===== config.mk =====
export PLATFORM = sky130hd
export DESIGN_NAME = bit_serializer_16_flat
export DESIGN_NICKNAME = d
export VERILOG_FILES = /design/src/rtl/bit_serializer_16_pkg.sv /design/src/rtl/bit_serializer_16_if.sv /design/src/rtl/bit_serializer_16_mux.sv /design/src/rtl/bit_serializer_16.sv /design/src/flat_wrapper.sv
export SDC_FILE = /design/constraint.sdc
export NUM_CORES = 1
export LEC_CHECK = 0
export ABC_AREA = 1
export BUFFER_PORTS_ARGS = -buffer_cell sky130_fd_sc_hd__buf_2
export CAP_MARGIN = 0
export CORE_MARGIN = 5
export CORE_UTILIZATION = 53
export CTS_CLUSTER_DIAMETER = 120
export DETAILED_ROUTE_END_ITERATION = 12
export GPL_ROUTABILITY_DRIVEN = 0
export GPL_TIMING_DRIVEN = 0
export PLACE_DENSITY = 0.79
export RECOVER_POWER = 100
export SYNTH_ARGS = -nofsm -noshare
export SYNTH_HDL_FRONTEND = slang
export SYNTH_SLANG_ARGS = --single-unit

===== constraint.sdc =====
create_clock -name i_clk -period 1.65 [get_ports i_clk]
set_input_delay 0.0825 -clock i_clk [delete_from_list [all_inputs] [get_ports i_clk]]
set_output_delay 0.0825 -clock i_clk [all_outputs]
set_load 0.05 [all_outputs]

===== src/rtl/bit_serializer_16_pkg.sv =====
// bit_serializer_16_pkg: shared widths and FSM state type for the bit serializer
package bit_serializer_16_pkg;
  localparam int SER_WIDTH     = 16;
  localparam int SER_SEL_WIDTH = 4;
  typedef enum logic {ST_IDLE = 1'b0, ST_SHIFT = 1'b1} state_t;
endpackage


===== src/rtl/bit_serializer_16_if.sv =====
// bit_serializer_16_if: word-in / bit-out valid-ready bundle plus observability (sel, busy)
interface bit_serializer_16_if;
  import bit_serializer_16_pkg::*;
  logic                     in_valid;
  logic                     in_ready;
  logic [SER_WIDTH-1:0]     in_data;
  logic                     out_bit;
  logic                     out_valid;
  logic                     out_ready;
  logic                     out_last;
  logic [SER_SEL_WIDTH-1:0] sel;
  logic                     busy;
  modport master (output in_valid, in_data, out_ready,
                  input  in_ready, out_bit, out_valid, out_last, sel, busy);
  modport slave  (input  in_valid, in_data, out_ready,
                  output in_ready, out_bit, out_valid, out_last, sel, busy);
endinterface


===== src/rtl/bit_serializer_16_mux.sv =====
// bit_serializer_16_mux: 16:1 single-bit mux; i_d word, i_s select, o_y = i_d[i_s]
module bit_serializer_16_mux
  import bit_serializer_16_pkg::*;
(
  input  logic [SER_WIDTH-1:0]     i_d,
  input  logic [SER_SEL_WIDTH-1:0] i_s,
  output logic                     o_y
);
  assign o_y = i_d[i_s];
endmodule


===== src/rtl/bit_serializer_16.sv =====
// bit_serializer_16: captures a 16-bit word and emits it one bit per accepted beat
//   i_clk  rising-edge clock      i_rst  async active-high reset
//   bus    slave side: in_valid/in_ready/in_data word stream, out_bit/out_valid/
//          out_ready/out_last bit stream, sel (mux select), busy (word in flight)
module bit_serializer_16
  import bit_serializer_16_pkg::*;
#(
  parameter bit MSB_FIRST = 1'b0
)(
  input  logic                 i_clk,
  input  logic                 i_rst,
  bit_serializer_16_if.slave   bus
);
  state_t                   r_state;
  logic [SER_SEL_WIDTH-1:0] r_cnt;
  logic [SER_WIDTH-1:0]     r_shadow;
  logic w_shift, w_last, w_in_ready, w_accept, w_advance;
  assign w_shift    = r_state == ST_SHIFT;
  assign w_last     = w_shift && r_cnt == 4'hF;
  // a new word may slip in on the final beat so consecutive words have no bubble
  assign w_in_ready = !i_rst && (!w_shift || (w_last && bus.out_ready));
  assign w_accept   = bus.in_valid && w_in_ready;
  assign w_advance  = w_shift && bus.out_ready;
  always_ff @(posedge i_clk or posedge i_rst)
    if (i_rst) begin
      r_state  <= ST_IDLE;
      r_cnt    <= '0;
      r_shadow <= '0;
    end else if (w_accept) begin
      r_state  <= ST_SHIFT;
      r_cnt    <= '0;
      r_shadow <= bus.in_data;
    end else if (w_advance) begin
      r_cnt    <= r_cnt + 4'd1;
      r_state  <= w_last ? ST_IDLE : ST_SHIFT;
    end
  // select parks at 0 when idle so reset shows sel=0 for either bit order
  assign bus.sel       = w_shift ? (MSB_FIRST ? ~r_cnt : r_cnt) : '0;
  assign bus.out_valid = w_shift;
  assign bus.busy      = w_shift;
  assign bus.out_last  = w_last;
  assign bus.in_ready  = w_in_ready;
  bit_serializer_16_mux u_mux (
    .i_d (r_shadow),
    .i_s (bus.sel),
    .o_y (bus.out_bit)
  );
endmodule


===== src/flat_wrapper.sv =====
// flat-port wrapper written by rule: the top's interface ports become plain ports
module bit_serializer_16_flat import bit_serializer_16_pkg::*;
#(
  parameter bit MSB_FIRST = 1'b0
)
  (i_clk, i_rst, bus_in_valid, bus_in_data, bus_out_ready, bus_in_ready, bus_out_bit, bus_out_valid, bus_out_last, bus_sel, bus_busy);
  bit_serializer_16_if bus_i ();
  input  logic i_clk;
  input  logic i_rst;
  input wire logic [$bits(bus_i.in_valid)-1:0] bus_in_valid;
  input wire logic [$bits(bus_i.in_data)-1:0] bus_in_data;
  input wire logic [$bits(bus_i.out_ready)-1:0] bus_out_ready;
  output wire logic [$bits(bus_i.in_ready)-1:0] bus_in_ready;
  output wire logic [$bits(bus_i.out_bit)-1:0] bus_out_bit;
  output wire logic [$bits(bus_i.out_valid)-1:0] bus_out_valid;
  output wire logic [$bits(bus_i.out_last)-1:0] bus_out_last;
  output wire logic [$bits(bus_i.sel)-1:0] bus_sel;
  output wire logic [$bits(bus_i.busy)-1:0] bus_busy;
  assign bus_i.in_valid = bus_in_valid;
  assign bus_i.in_data = bus_in_data;
  assign bus_i.out_ready = bus_out_ready;
  assign bus_in_ready = bus_i.in_ready;
  assign bus_out_bit = bus_i.out_bit;
  assign bus_out_valid = bus_i.out_valid;
  assign bus_out_last = bus_i.out_last;
  assign bus_sel = bus_i.sel;
  assign bus_busy = bus_i.busy;
  bit_serializer_16 #(.MSB_FIRST(MSB_FIRST)) u_core (.i_clk(i_clk), .i_rst(i_rst), .bus(bus_i));
endmodule

## Word level (Yosys, flattened, before mapping)

Index checks and enable logic that the tools add are counted.

- Add/subtract/negate cells: 1
- Order comparisons: 1
- Eq/ne operators: 1
- Muxes and demuxes: 8
- Reductions and logical operators: 9

Operators by type and width:

| cell | count |
|---|---|
| 4-bit 2-to-1 mux | 3 |
| 1-bit logical AND | 5 |
| 4-bit by 5-bit less-than comparator with 1-bit output (second input constant) | 1 |
| 4-bit by 1-bit adder with 4-bit output (second input constant) | 1 |
| 1-bit binary-select mux with 4-bit select | 1 |
| 4-bit == test (second input constant) | 1 |
| 1-bit 2-to-1 mux | 4 |
| 1-bit logical NOT | 2 |
| 2-bit nonzero test | 1 |
| 1-bit logical OR | 1 |

- Register bits: 21
- Bits of input ports: 20
- Output and inout bits: 9
- Word-level logic and storage cells: 23

## Logic depth before layout (Yosys ltp)

- Depth in word-level cells: 7
- Gate-level depth with buffers: 8
- Gate-level depth less buffers: 7

## Hierarchy

Synthesis repeated with hierarchy kept, for this count alone.

- Cell total of the unflattened synthesis: 169
- Area, all modules: 1243.7 sq um

Modules (own cells, without submodules):

| module | instances | cells each | area each (sq um) | seq. area each (sq um) |
|---|---|---|---|---|
| bit_serializer_16 | 1 | 119 | 1013.5 | 525.5 |
| bit_serializer_16_mux | 1 | 50 | 230.2 | 0.0 |

## Least setup slack after synthesis

Ideal clock, no wire load.

- Kind: flip-flop to output port
- Start point: reg u_core.r_state (netlist: u_core.bus.busy)
- End point: out bus_out_bit
- Data arrival time: 2029 ps
- Required time: 1567 ps
- Setup slack: -462 ps
- Cell stages (with the launch flop): 8
- Buffers on the path: 1
- Cell sequence: dfrtp_1 > buf_4 > nand2_2 > inv_1 > nand3_1 > nand3_1 > nand3_1 > nand2_1

- Word-level cells in the longest chain between the ends: 3

RTL lines:

| what | line | RTL |
|---|---|---|
| from (decl) | bit_serializer_16.sv:14 | `state_t r_state;` |
| from (signal assigned) | bit_serializer_16.sv:35 | `r_state <= w_last ? ST_IDLE : ST_SHIFT;` |
| 4-bit 2-to-1 mux | bit_serializer_16.sv:38 | `assign bus.sel = w_shift ? (MSB_FIRST ? ~r_cnt : r_cnt) : '0;` |
| named net bus_sel[1] | flat_wrapper.sv:17 | `output wire logic [$bits(bus_i.sel)-1:0] bus_sel;` |
| 1-bit binary-select mux with 4-bit select | bit_serializer_16_mux.sv:9 | `assign o_y = i_d[i_s];` |
| 1-bit 2-to-1 mux (implied by the code) | bit_serializer_16_mux.sv:9 |  |
| to (decl) | flat_wrapper.sv:14 | `output wire logic [$bits(bus_i.out_bit)-1:0] bus_out_bit;` |

The timed path passes the listed nets, and every way through them passes these cells. The select of a mux whose other input is x is not followed.

## Worst setup path in the final report

- Start point: reg u_core.r_state (netlist: u_core.bus.busy)
- End point: out bus_out_bit

- Word-level cells in the longest chain between the ends: 3

RTL lines:

| what | line |
|---|---|
| 4-bit 2-to-1 mux | bit_serializer_16.sv:38 |
| 1-bit binary-select mux with 4-bit select | bit_serializer_16_mux.sv:9 |
| 1-bit 2-to-1 mux (implied by the code) | bit_serializer_16_mux.sv:9 |

No other way between the ends. The select of a mux whose other input is x is not followed.

==> flow_summary.ini <==
[synth]
synth_warnings = 0
yosysUniqueCellTypes = 18
seq_area_frac_synth = 0.412
syn-instance-count = 162
ys_top_cells_by_area = dfrtp_1, inv_1, o21ai_2
yosys.area.top_type = dfrtp_1
syn_avg_cell_area_um2 = 7.87
synth_top_area_share = 0.412
synth_seq_cells = 21
syn_nets = 183
syn_area_um2 = 1270

[cts]
clockBufferDepth = 2
cts_made_buffers = 3
cts-root-buf = clkbuf_4
clk_pin_slew_ns = 0.12
h-tree-depth = 1
insertion_delay_ns = 0.30
cts_tree = done
clock-sinks = 21

[placement]
dp_cells = 218
pre_cts_ws_ns = -0.0302
io_buffers = 28
hpwl_mm = 1.85

[timing]
fin_ws_ns = -0.0604
post-route-min-period_ns = 1.71
hold_viol = 0
drv_slew = 0
rsz0062_at_grt = true
finalSetupViolCount = 1
slew_headroom = 0.343
skew_ns = 0.00288
tightest_slew_ns = 0.982
max_freq_ghz = 0.585
holdWs_ns = 0.00849
fin_crit_sh = 1.04

[cells_and_area]
mostFrequentLayoutCells = inv_1, nand2_1, buf_2
antennaDiodeCount = 0
drive_gt1_frac = 0.438
final_net_count = 239
multi_input_area_um2 = 609
area_growth_pct = 44.2
finalNonFillerCells = 245
finish.utilization = 0.815
layout_commonest_cell = inv_1
seq_area_um2 = 529
fillerInstances = 133

[route]
wl_met1_mm = 1.20
routed-wl-met2_mm = 1.57
dr.max_layer_used = met4
wl_mm = 3.00
post-route-drc-count = 0
avgViaCountPerCell = 4.83
antenna_left = 0
dr_wl_met3_um = 185
wl_per_cell_um = 12.2
dr.first_iter.drc_count = 38
drt_first_pass_iters = 4
num_vias = 1183

[grt]
antenna_found_initial = 0
grt_pass1_wl_mm = 4.87
grt_max_degree = 22
grt_util_all_layers = 0.180
grt_overflow = 0
grt_pass1_vias = 1108

[power_and_ir_drop]
pwr-share-clk = 0.072
sw_frac_of_total = 0.478
p_int_w = 0.00182
pwr-share-seq = 0.285
ir_drop_v = 0.00145
p_leak_nw = 1.01
powerDensity_nw_per_um2 = 1900
switchingPower_w = 0.00167
combPwrFrac = 0.643

[worst_setup_path]
critPathLaunchType = flip-flop
cp_max_fo = 7
cp-end-kind = output port
crit_arrival_ns = 1.63
crit_type = reg2out
r2r_cells = 8
required_ns = 1.57

[floorplanning]
start_util = 0.565
die_w_um = 59.0
chipHeight_um = 59.0
dieArea_um2 = 3490
pin_count = 29
rows = 17
core_area_um2 = 2250

[outcome]
violations = negative setup slack
status = complete, but fails checks

[worst_hold_path]
holdPathStages = 3
hold_class = in2reg

[job]
cap_violations = 0
-- layer usage --
layer / track usage / vias up
met5: 0 / -
met4: 0.0680 / 0
met3: 0.0196 / 5
met2: 0.304 / 38
met1: 0.237 / 549
li1: - / 591
-- Yosys cell counts --
library cell and instances:
buf_4 2, nand2_2 12, buf_6 3, inv_1 42, or2_2 1, nand3_1 19
inv_2 1, nor2_1 5, nand2_1 32, o21ai_4 1, nor2_2 1, o21ai_2 16
ha_1 1, clkbuf_1 1, nand3_2 1, xor2_1 2, dfrtp_1 21, nand3_4 1
-- state kept, by name, summed over array words and instances (netlist names) --
signal           flops
u_core.r_shadow     16
u_core.bus.busy      1
u_core.r_cnt         4
-- logic make-up after synthesis --
group                    share of synthesized area
AO/OA/AOI/OAI                                0.123
AND/OR/NAND/NOR                              0.274
XOR/XNOR                                    0.0137
adder cells (fa/ha/maj)                    0.00981
flip-flops                                   0.412
buffers and inverters                        0.168
-- timing repair --
item | 4_1_cts | 5_1_grt
hold endpoints to repair | 33 | 0
cloned | 0 | 1
pin swaps | 1 | 3
buffers inserted | 4 | 5
hold buffers | 13 | 0
gates resized for setup | 15 | 9
endpoints found under the setup margin | 2 | 2
-- worst paths after layout --
check                                      end  slack (ns)          startpoint
min in group asynchronous      u_core.r_cnt[3]        0.65               i_rst
setup / recovery                   bus_out_bit       -0.06     u_core.bus.busy
hold / removal             u_core.r_shadow[11]       0.008     bus_in_data[11]
hold reg to reg             u_core.r_shadow[0]        0.50  u_core.r_shadow[0]
max in group asynchronous      u_core.r_cnt[0]        0.34               i_rst
setup reg to reg            u_core.r_shadow[7]        0.10     u_core.r_cnt[0]
-- critical path: stages (launching register included) --
cell     delay, ns
dfrtp_2       0.48
buf_8         0.16
nand2_8       0.07
nor2_1        0.10
nand2_1       0.07
nand3_1       0.12
nand3_2       0.10
nand2_4       0.08
buf_8         0.14
-- final cells by class --
type | count | share of cell area
multi-input combinational | 92 | 0.332
buffer | 6 | 0.0402
tap | 28 | 0.0191
timing repair buffer | 51 | 0.215
inverter | 43 | 0.0919
sequential | 21 | 0.288
clock buffer | 4 | 0.0143
-- power by group through the flow --
stage	registers [W]	clock network, W	logic, W
2_1_floorplan	0.000954	0	0.00141
3_3_place_gp	0.000960	0	0.00170
3_5_place_dp	0.000975	0	0.00172
4_1_cts	0.000970	0.000261	0.00202
5_1_grt	0.00103	0.000278	0.00246
6_report	0.000995	0.000253	0.00224
-- per-stage QoR --
stage | area [µm²] | setup TNS (ns) | power (W)
floorplan | 1310 | 0 | 0.00237
global placement | 1480 | 0 | 0.00266
detailed placement | 1480 | -0.254 | 0.00270
CTS | 1740 | -0.00142 | 0.00325
global route | 1840 | -0.153 | 0.00376
finish | 1840 | -0.0604 | 0.00349
Note: power is estimated with default switching activity, not from simulation.
